--- src/rtl/mem_port_arbiter.sv ---
// -----------------------------------------------------------------------------
// mem_port_arbiter
//
// Shares the single memory-system port (one mem_sys_axil_wrapper) between the
// instruction fetch unit (IFU) and the load/store unit (LSU). One transaction is
// granted at a time. The winner's command is latched and driven to the wrapper,
// and the wrapper's completion pulse is routed back to the winner. A pipeline
// flush kills an in-flight fetch: the wrapper transaction still runs to
// completion, but its ifu_done is suppressed.
//
// Optional feature (compile-time macro MEM_ARB_STARVE_GUARD_EN):
//   Starvation guard. After STARVE_MAX consecutive LSU grants made while the
//   IFU was waiting, the next grant goes to the IFU. Without the macro the LSU
//   always has strict priority.
//
// Parameters
//   XLEN        address/data width
//   STARVE_MAX  LSU grants tolerated while the IFU waits (guard only)
//
// Ports
//   clk, rst_n              clock, asynchronous active-low reset
//   flush                   pipeline flush, kills an in-flight fetch
//   ifu_req/ifu_addr        fetch request (held until ifu_done or flush)
//   ifu_rdata/ifu_done      fetch data and one-cycle completion
//   lsu_req/lsu_wr/lsu_addr/lsu_wdata/lsu_be
//                           load/store request (held until lsu_done)
//   lsu_rdata/lsu_done      load data and one-cycle completion
//   mem_addr/mem_wdata/mem_be/mem_rd/mem_wr/mem_valid
//                           latched command and strobes to the wrapper
//   mem_rdata/mem_done      wrapper read data and one-cycle completion
//   busy                    high in any grant state
//   state_dbg               FSM state: 0=IDLE 1=GNT_IFU 2=GNT_LSU 3=GNT_KILL
//
// Handshake: a requester raises *_req with its fields stable and keeps them so
// until its *_done pulse (or, for the IFU, until a flush). The arbiter grants
// one cycle after seeing the request in IDLE; mem_valid then stays high with the
// command constant until mem_done, and the following cycle is always IDLE so a
// stale request is never granted twice.
// -----------------------------------------------------------------------------
module mem_port_arbiter #(
  parameter int XLEN       = 32,
  parameter int STARVE_MAX = 4
) (
  input  logic            clk,
  input  logic            rst_n,
  input  logic            flush,
  input  logic            ifu_req,
  input  logic [XLEN-1:0] ifu_addr,
  output logic [XLEN-1:0] ifu_rdata,
  output logic            ifu_done,
  input  logic            lsu_req,
  input  logic            lsu_wr,
  input  logic [XLEN-1:0] lsu_addr,
  input  logic [XLEN-1:0] lsu_wdata,
  input  logic [3:0]      lsu_be,
  output logic [XLEN-1:0] lsu_rdata,
  output logic            lsu_done,
  output logic [XLEN-1:0] mem_addr,
  output logic [XLEN-1:0] mem_wdata,
  output logic            mem_rd,
  output logic            mem_wr,
  output logic            mem_valid,
  output logic [3:0]      mem_be,
  input  logic [XLEN-1:0] mem_rdata,
  input  logic            mem_done,
  output logic            busy,
  output logic [1:0]      state_dbg
);

  localparam logic [1:0] ST_IDLE     = 2'd0;
  localparam logic [1:0] ST_GNT_IFU  = 2'd1;
  localparam logic [1:0] ST_GNT_LSU  = 2'd2;
  localparam logic [1:0] ST_GNT_KILL = 2'd3;

  logic [1:0] state;
  logic [1:0] state_nxt;
  logic       cmd_rd;
  logic       cmd_wr;
  logic       grant_ifu;
  logic       grant_lsu;
  logic       starve_hit;

  // ---------------------------------------------------------------------------
  // Starvation guard
  // ---------------------------------------------------------------------------
`ifdef MEM_ARB_STARVE_GUARD_EN
  localparam int CW = $clog2(STARVE_MAX + 1);

  logic [CW-1:0] starve_cnt;

  assign starve_hit = (starve_cnt == CW'(STARVE_MAX)) && ifu_req && !flush;

  // Counts LSU grants that overtook a waiting fetch. Saturates at STARVE_MAX so
  // an LSU grant that happens while a flush blocks the IFU cannot push the
  // count past the compare value and silently disable the guard.
  always_ff @(posedge clk or negedge rst_n) begin
    if (!rst_n) begin
      starve_cnt <= '0;
    end else if (state == ST_IDLE) begin
      if (grant_ifu || !ifu_req) begin
        starve_cnt <= '0;
      end else if (grant_lsu && (starve_cnt != CW'(STARVE_MAX))) begin
        starve_cnt <= starve_cnt + CW'(1);
      end
    end
  end
`else
  // Strict LSU priority; STARVE_MAX is only meaningful with the guard, and a
  // legal STARVE_MAX is never negative, so this is constant zero.
  assign starve_hit = (STARVE_MAX < 0);
`endif

  // ---------------------------------------------------------------------------
  // Grant decision (only acted on in IDLE)
  // ---------------------------------------------------------------------------
  assign grant_ifu = (state == ST_IDLE) && ifu_req && !flush && (starve_hit || !lsu_req);
  assign grant_lsu = (state == ST_IDLE) && lsu_req && !grant_ifu;

  // ---------------------------------------------------------------------------
  // FSM
  // ---------------------------------------------------------------------------
  always_comb begin
    state_nxt = state;
    case (state)
      ST_IDLE: begin
        if (grant_lsu) begin
          state_nxt = ST_GNT_LSU;
        end else if (grant_ifu) begin
          state_nxt = ST_GNT_IFU;
        end
      end
      ST_GNT_IFU: begin
        // A flush in the completion cycle needs no kill state: the done is
        // simply suppressed below.
        if (mem_done) begin
          state_nxt = ST_IDLE;
        end else if (flush) begin
          state_nxt = ST_GNT_KILL;
        end
      end
      ST_GNT_LSU: begin
        if (mem_done) begin
          state_nxt = ST_IDLE;
        end
      end
      ST_GNT_KILL: begin
        if (mem_done) begin
          state_nxt = ST_IDLE;
        end
      end
      default: state_nxt = ST_IDLE;
    endcase
  end

  always_ff @(posedge clk or negedge rst_n) begin
    if (!rst_n) begin
      state <= ST_IDLE;
    end else begin
      state <= state_nxt;
    end
  end

  // ---------------------------------------------------------------------------
  // Command latch: captured on the grant edge, held for the whole grant
  // ---------------------------------------------------------------------------
  always_ff @(posedge clk or negedge rst_n) begin
    if (!rst_n) begin
      mem_addr  <= '0;
      mem_wdata <= '0;
      mem_be    <= '0;
      cmd_rd    <= 1'b0;
      cmd_wr    <= 1'b0;
    end else if (grant_lsu) begin
      mem_addr  <= lsu_addr;
      mem_wdata <= lsu_wdata;
      mem_be    <= lsu_be;
      cmd_rd    <= !lsu_wr;
      cmd_wr    <= lsu_wr;
    end else if (grant_ifu) begin
      mem_addr  <= ifu_addr;
      mem_wdata <= '0;
      mem_be    <= 4'hF;
      cmd_rd    <= 1'b1;
      cmd_wr    <= 1'b0;
    end
  end

  // ---------------------------------------------------------------------------
  // Outputs
  // ---------------------------------------------------------------------------
  assign busy      = (state != ST_IDLE);
  assign mem_valid = busy;
  // The latched rd/wr bits linger after a grant; masking with busy keeps the
  // strobes low in IDLE without another clear path on the latch.
  assign mem_rd    = cmd_rd && busy;
  assign mem_wr    = cmd_wr && busy;

  assign ifu_done  = (state == ST_GNT_IFU) && mem_done && !flush;
  assign lsu_done  = (state == ST_GNT_LSU) && mem_done;

  assign ifu_rdata = mem_rdata;
  assign lsu_rdata = mem_rdata;

  assign state_dbg = state;

endmodule

--- config.mk ---
export PLATFORM = sky130hd
export DESIGN_NAME = mem_port_arbiter
export DESIGN_NICKNAME = d
export VERILOG_FILES = /design/src/rtl/mem_port_arbiter.sv
export SDC_FILE = /design/constraint.sdc
export NUM_CORES = 1
export LEC_CHECK = 0
export BUFFER_PORTS_ARGS = -buffer_cell sky130_fd_sc_hd__buf_4
export CORE_ASPECT_RATIO = 1.5
export CORE_MARGIN = 5
export CORE_UTILIZATION = 36
export CTS_CLUSTER_DIAMETER = 40
export DETAILED_ROUTE_END_ITERATION = 10
export PLACE_DENSITY_LB_ADDON = 0.2
export SLEW_MARGIN = 20
export SYNTH_ARGS = -nofsm -noshare
export SYNTH_HDL_FRONTEND = slang
export SYNTH_SLANG_ARGS = --single-unit
--- constraint.sdc ---
create_clock -name clk -period 1.3 [get_ports clk]
set_input_delay 0.26 -clock clk [delete_from_list [all_inputs] [get_ports clk]]
set_output_delay 0.26 -clock clk [all_outputs]
set_load 0.005 [all_outputs]
# Word level (Yosys, flattened, before mapping)

Index checks and enable logic that the tools add are counted.

Register bits: 72
Latch bits: 0
RAM bits: 0
Memory bits (read-only): 0
Bits of input ports: 139
Output and inout bits: 140
Word-level logic and storage cells: 47
Memories kept: 0

$add $sub $neg: 0
Multiply operators: 0
Divide/modulo/power cells: 0
Order comparisons: 0
Equal/unequal tests: 6
Shift-type cells: 0
Multiplexer cells: 16
Bitwise gates (word level): 0
Reductions and logical operators: 19

Operators by type and width:

| kind               | count |
|---|---|
| $mux 32            | 4 |
| $logic_and 1x1->1  | 10 |
| $mux 2             | 5 |
| $mux 4             | 2 |
| $ne 3x3->1 const B | 2 |
| $pmux 2 s3         | 1 |
| $eq 2x2->1 const B | 2 |
| $logic_not 1->1    | 4 |
| $mux 1             | 4 |
| $reduce_bool 2->1  | 2 |
| $reduce_and 3->1   | 1 |
| $eq 2x1->1 const B | 1 |
| $logic_not 2->1    | 1 |
| $ne 2x1->1 const B | 1 |
| $reduce_or 2->1    | 1 |

# Logic depth before layout (Yosys ltp)

Word-level depth: 8
Depth in mapped cells: 5

# Least setup slack after synthesis

Ideal clock, no wire load.

Path type: flip-flop to flip-flop
Start point: reg state[1] (netlist: state_dbg[1])
End point: reg mem_addr[26]
Setup time: 0.125 ns
Arrival: 1.337 ns
Setup slack: -0.162 ns
Cell stages (with the launch flop): 6
Period minus slack after synthesis: 1.462 ns
Cell sequence: dfrtp_1 -> nor2_4 -> o21a_1 -> buf_6 -> buf_6 -> mux2_4

Cells in the longest elaborated chain, start to end: 7

Ends and longest elaborated chain:

| element                                      | line     | text |
|---|---|---|
| start: declaration                           | 75       | `logic [1:0] state;` |
| start signal: assignment                     | 159      | `state <= state_nxt;` |
| $logic_not 2->1 *                            | 116, 117 |  |
| $logic_and 1x1->1 (3 in series)              | 116      | `assign grant_ifu = (state == ST_IDLE) && ifu_req && !flush && (starve_hit \|\| !lsu_req);` |
| $logic_not 1->1                              | 117      | `assign grant_lsu = (state == ST_IDLE) && lsu_req && !grant_ifu;` |
| $logic_and 1x1->1                            | 117      |  |
| $mux 32 or $reduce_bool 2->1 (tied branches) | -        |  |
| end signal: assignment                       | 174      | `mem_addr <= lsu_addr;` |
| end signal: assignment                       | 180      | `mem_addr <= ifu_addr;` |
| end: declaration                             | 58       | `output logic [XLEN-1:0] mem_addr,` |

Every way passes the cells marked *; elsewhere a longest branch is shown, timed or not.
A chain may end at the register's enable or synchronous reset.

# Worst setup path in the final report

Start point: reg state[1] (netlist: state_dbg[1])
End point: out mem_wr

Cells in the longest elaborated chain, start to end: 2

Ends and longest elaborated chain:

| element           | line | text |
|---|---|---|
| $reduce_bool 2->1 | 191  | `assign busy = (state != ST_IDLE);` |
| $logic_and 1x1->1 | 196  | `assign mem_wr = cmd_wr && busy;` |
| end: declaration  | 61   | `output logic mem_wr,` |

Every way passes these cells.

==> summary by stage <==
GRT
The first global-routing pass estimated between 10000 and 15000 um of wire. In the global route stage, met3 resource usage came out at 0.0404. In the global route stage, overall resource usage came out at 0.153. The layer flagged by global routing as most heavily used is met2. The met2 track demand over resource is 0.276. The initial antenna violation count was 0. The via count of the first global-routing pass was between 2000 and 3000.

The met1 track utilization from global routing is 0.147. Entering global routing, the biggest net connects 73 pins. Summed over all layers, the global routing overflow is 0.

STA
The actual transition at the worst max-transition pin is 0.390 ns. The final period demand of the worst path is around 1.4 ns. The setup skew after layout is about 0.0044 ns. The setup slack of the critical path after layout is -0.143 ns.

The max-slew violation total from the final report is 0. The worst-case headroom to the max-slew limit is 0.740. Summed over all failing endpoints, the final setup total negative slack is -6.14 ns. The highest clock frequency the design can meet is between 600 and 700 MHz.

The post-route clock period utilization is 1.11. The number of failing setup endpoints in the final timing report is 74. Setup repair after global routing could not meet its margin everywhere.

The final number of hold-violating endpoints is 0.

Die
The floorplan has 45 rows. From left edge to right edge, the die measures 92.6 um. In this run the standard cell core region covers 10100 sq um. The initial utilization of the core area, before any placement, comes to 0.365. The die covers ~12000 sq um. 279 I/O pins were placed.

The floorplan step set the die height to roughly 130 um.

Worst setup path
The flop-to-flop setup slack is -0.12 ns. On the critical path, the stage with the largest delay is an instance of dfrtp_1. On the critical path the largest part of the delay comes from flip-flops. The required time at the worst-slack endpoint is approximately 1.0 ns. For this run, the slowest stage of the critical path takes 0.42 ns. STA classifies the critical path endpoint as a primary output. The endpoint arrival time on the critical path is 1.18 ns. The worst setup path is launched from a flip-flop.

In this run the worst path has a maximum fanout of 4. The number of buffers and inverters on the critical path is 2. The critical path in this run is classified as reg -> out. Walking the worst path, the cells encountered are nor2_4 -> buf_6 -> nor2b_1 -> buf_4.

Clock network
The total clock sinks is 72. The H-tree was split into 3 levels. TritonCTS built the clock tree. The number of buffers on the longest clock path is 2. After clock tree synthesis, the clock-pin slew on the worst setup and hold paths is ~0.050 ns.

The buffer type at the clock tree root is clkbuf_16. Clock tree synthesis inserted a total of 9 buffers. For the worst-skew pair, the clock arrives at the later sink with an insertion delay of between 0.3 and 0.4 ns.

Run
The total of max-cap violations is 0.

Drt
The post-detailed-route via-to-cell ratio is 4.89. The average detailed-routed wire length per instance is 19.4 um. The number of vias after detailed routing is ~2600. The total length of routed wires is roughly 10000 um. The remaining antenna violation count is 0. The first-iteration detailed-routing DRC count is between 100 and 150. Before antenna repair, the detailed router went through 4 iterations.

The number of design rule violations left after detail routing is 0.

Pwr
The design draws 9.51 mW. The maximum resistive drop on vdd is about 0.86 mV. The leakage power is between 2 and 3 nW. Power spread over the standard cell area amounts to 1770 nW/um^2.

Layout
For this run, the share of the core covered by cells in the final layout is 0.534. The count of placed standard cells in the final layout, fillers left out is around 540. The layout net count is 554. The share of post-route cells with drive strength above 1 is 0.712. The area added between synthesis and finish is 46.1%. The number of antenna diodes in the final layout is 0. The total of fill cells in the finished design is 909.

Place
The post-placement worst setup slack is -0.134 ns. At the end of routability-driven placement, the weighted congestion stood at approximately 0.69. The count of buffers added on input and output ports is approximately 180. Once detailed placement completed, the half-perimeter wirelength came to between 7000 and 8000 um. The number of instances in the placed design is 507.

Synth
The post-synthesis instance total is approximately 270. In this run the cell area of the synthesized design comes to about 3700 sq um. The number of warnings reported in the yosys synthesis log is 0. The flip-flop and latch count after synthesis is just over 70.

The number of distinct standard cells referenced by the synthesized netlist is 22. The average cell area after synthesis is 13.5 sq um. The share of the Yosys chip area taken by registers is 0.490. Counting every net in the synthesized netlist gives roughly 410.

Status
The flow ran to the end, but the final reports show violations. The final reports fail on negative setup slack.

Min path
In this run the worst hold path is classified as in -> reg.
cell families (layout without fill, tap and decap cells):
kind of cell,count (synthesis),count (layout),share of synthesized area
AOI/OAI and AO/OA,43,43,0.0979
and+or+nand+nor,11,11,0.0177
buffers and inverters,82,230,0.173
DFF,72,72,0.490
muxes,64,64,0.221
layout make-up:
class,instances,area [sq um],share of cell area
Clock buffer,13,250,0.0465
Inverter,2,7.51,0.00140
Timing Repair Buffer,212,1810,0.336
Clock inverter,3,65.1,0.0121
Sequential cell,72,1800,0.335
Tap cell,117,146,0.0272
Multi-Input combinational cell,118,1300,0.241
state kept, by name, indices dropped and copies added (netlist names):
register   flops
cmd_rd         1
state_dbg      2
cmd_wr         1
mem_wdata     32
mem_be         4
mem_addr      32
metal layers:
metal | part of all wire | routed length, um
met2 | 0.54 | 5680
met1 | 0.32 | 3380
met5 | 0 | 0
met4 | 0.050 | 525
met3 | 0.083 | 864
report_power, final:
part	total (mW)	switching [mW]	internal, mW
registers	3.41	0.432	2.97
logic	3.48	1.15	2.33
clock network	2.63	0.894	1.73
total	9.51	2.48	7.03
cells in the mapped netlist:
master	number	area share
dfrtp_1	72	0.49
buf_4	65	0.13
mux2_2	39	0.12
a22o_1	33	0.079
mux2_4	25	0.10
buf_2	7	0.0095
buf_6	6	0.018
o22a_1	4	0.0095
nand2_1	3	0.0031
nor2b_1	3	0.0051
buf_12	2	0.011
inv_1	2	0.0020
o21ai_0	2	0.0027
a21oi_1	1	0.0014
a2bb2oi_1	1	0.0024
and2_1	1	0.0017
and3_1	1	0.0017
nor2_4	1	0.0031
nor3_1	1	0.0014
nor4_1	1	0.0017
o21a_1	1	0.0020
o21ai_1	1	0.0014
per-stage QoR:
stage / hold slack [ns] / cell area (sq um)
after floorplan: -0.0356 / 3680
after global placement: 0.300 / 4750
after detailed placement: 0.305 / 4750
after CTS: 0.104 / 5130
after global routing: 0.112 / 5380
final: 0.114 / 5380
worst paths after layout:
path | start | end | cells past startpoint
worst min-delay path | lsu_wr | cmd_rd$_DFFE_PN0P_ | 2
worst min register to register | cmd_wr$_DFFE_PN0P_ | cmd_wr$_DFFE_PN0P_ | 1
worst max register to register | state_dbg[1]$_DFFE_PN0P_ | mem_addr[10]$_DFFE_PN0P_ | 4
min in group asynchronous | rst_n | mem_wdata[12]$_DFFE_PN0P_ | 3
worst max-delay path | state_dbg[1]$_DFFE_PN0P_ | mem_wr | 4
max in group asynchronous | rst_n | state_dbg[0]$_DFFE_PN0P_ | 3
layout by cell type (no fill, tap or decap), drive strengths merged:
master,count
and2,1
buf,206
o21a,1
and3,1
nor3,1
bufinv,2
nand2,3
a22o,33
o21ai,3
a21oi,1
a2bb2oi,1
o22a,4
nor4,1
dfrtp,72
inv,2
mux2,64
dlygate4sd3,1
nor2,1
nor2b,3
clkbuf,18
clkinv,1
what timing repair did:
| action | in CTS | in global routing |
|---|---|---|
| gates resized for setup | 12 | 17 |
| pin swaps | 27 | 16 |
| cloned | 0 | 8 |
| hold endpoints to repair | 72 | 0 |
| setup endpoints to repair | 52 | 75 |
| hold buffers | 1 | 0 |
| buffers inserted | 3 | 2 |
Power figures use the tool's default switching activity.
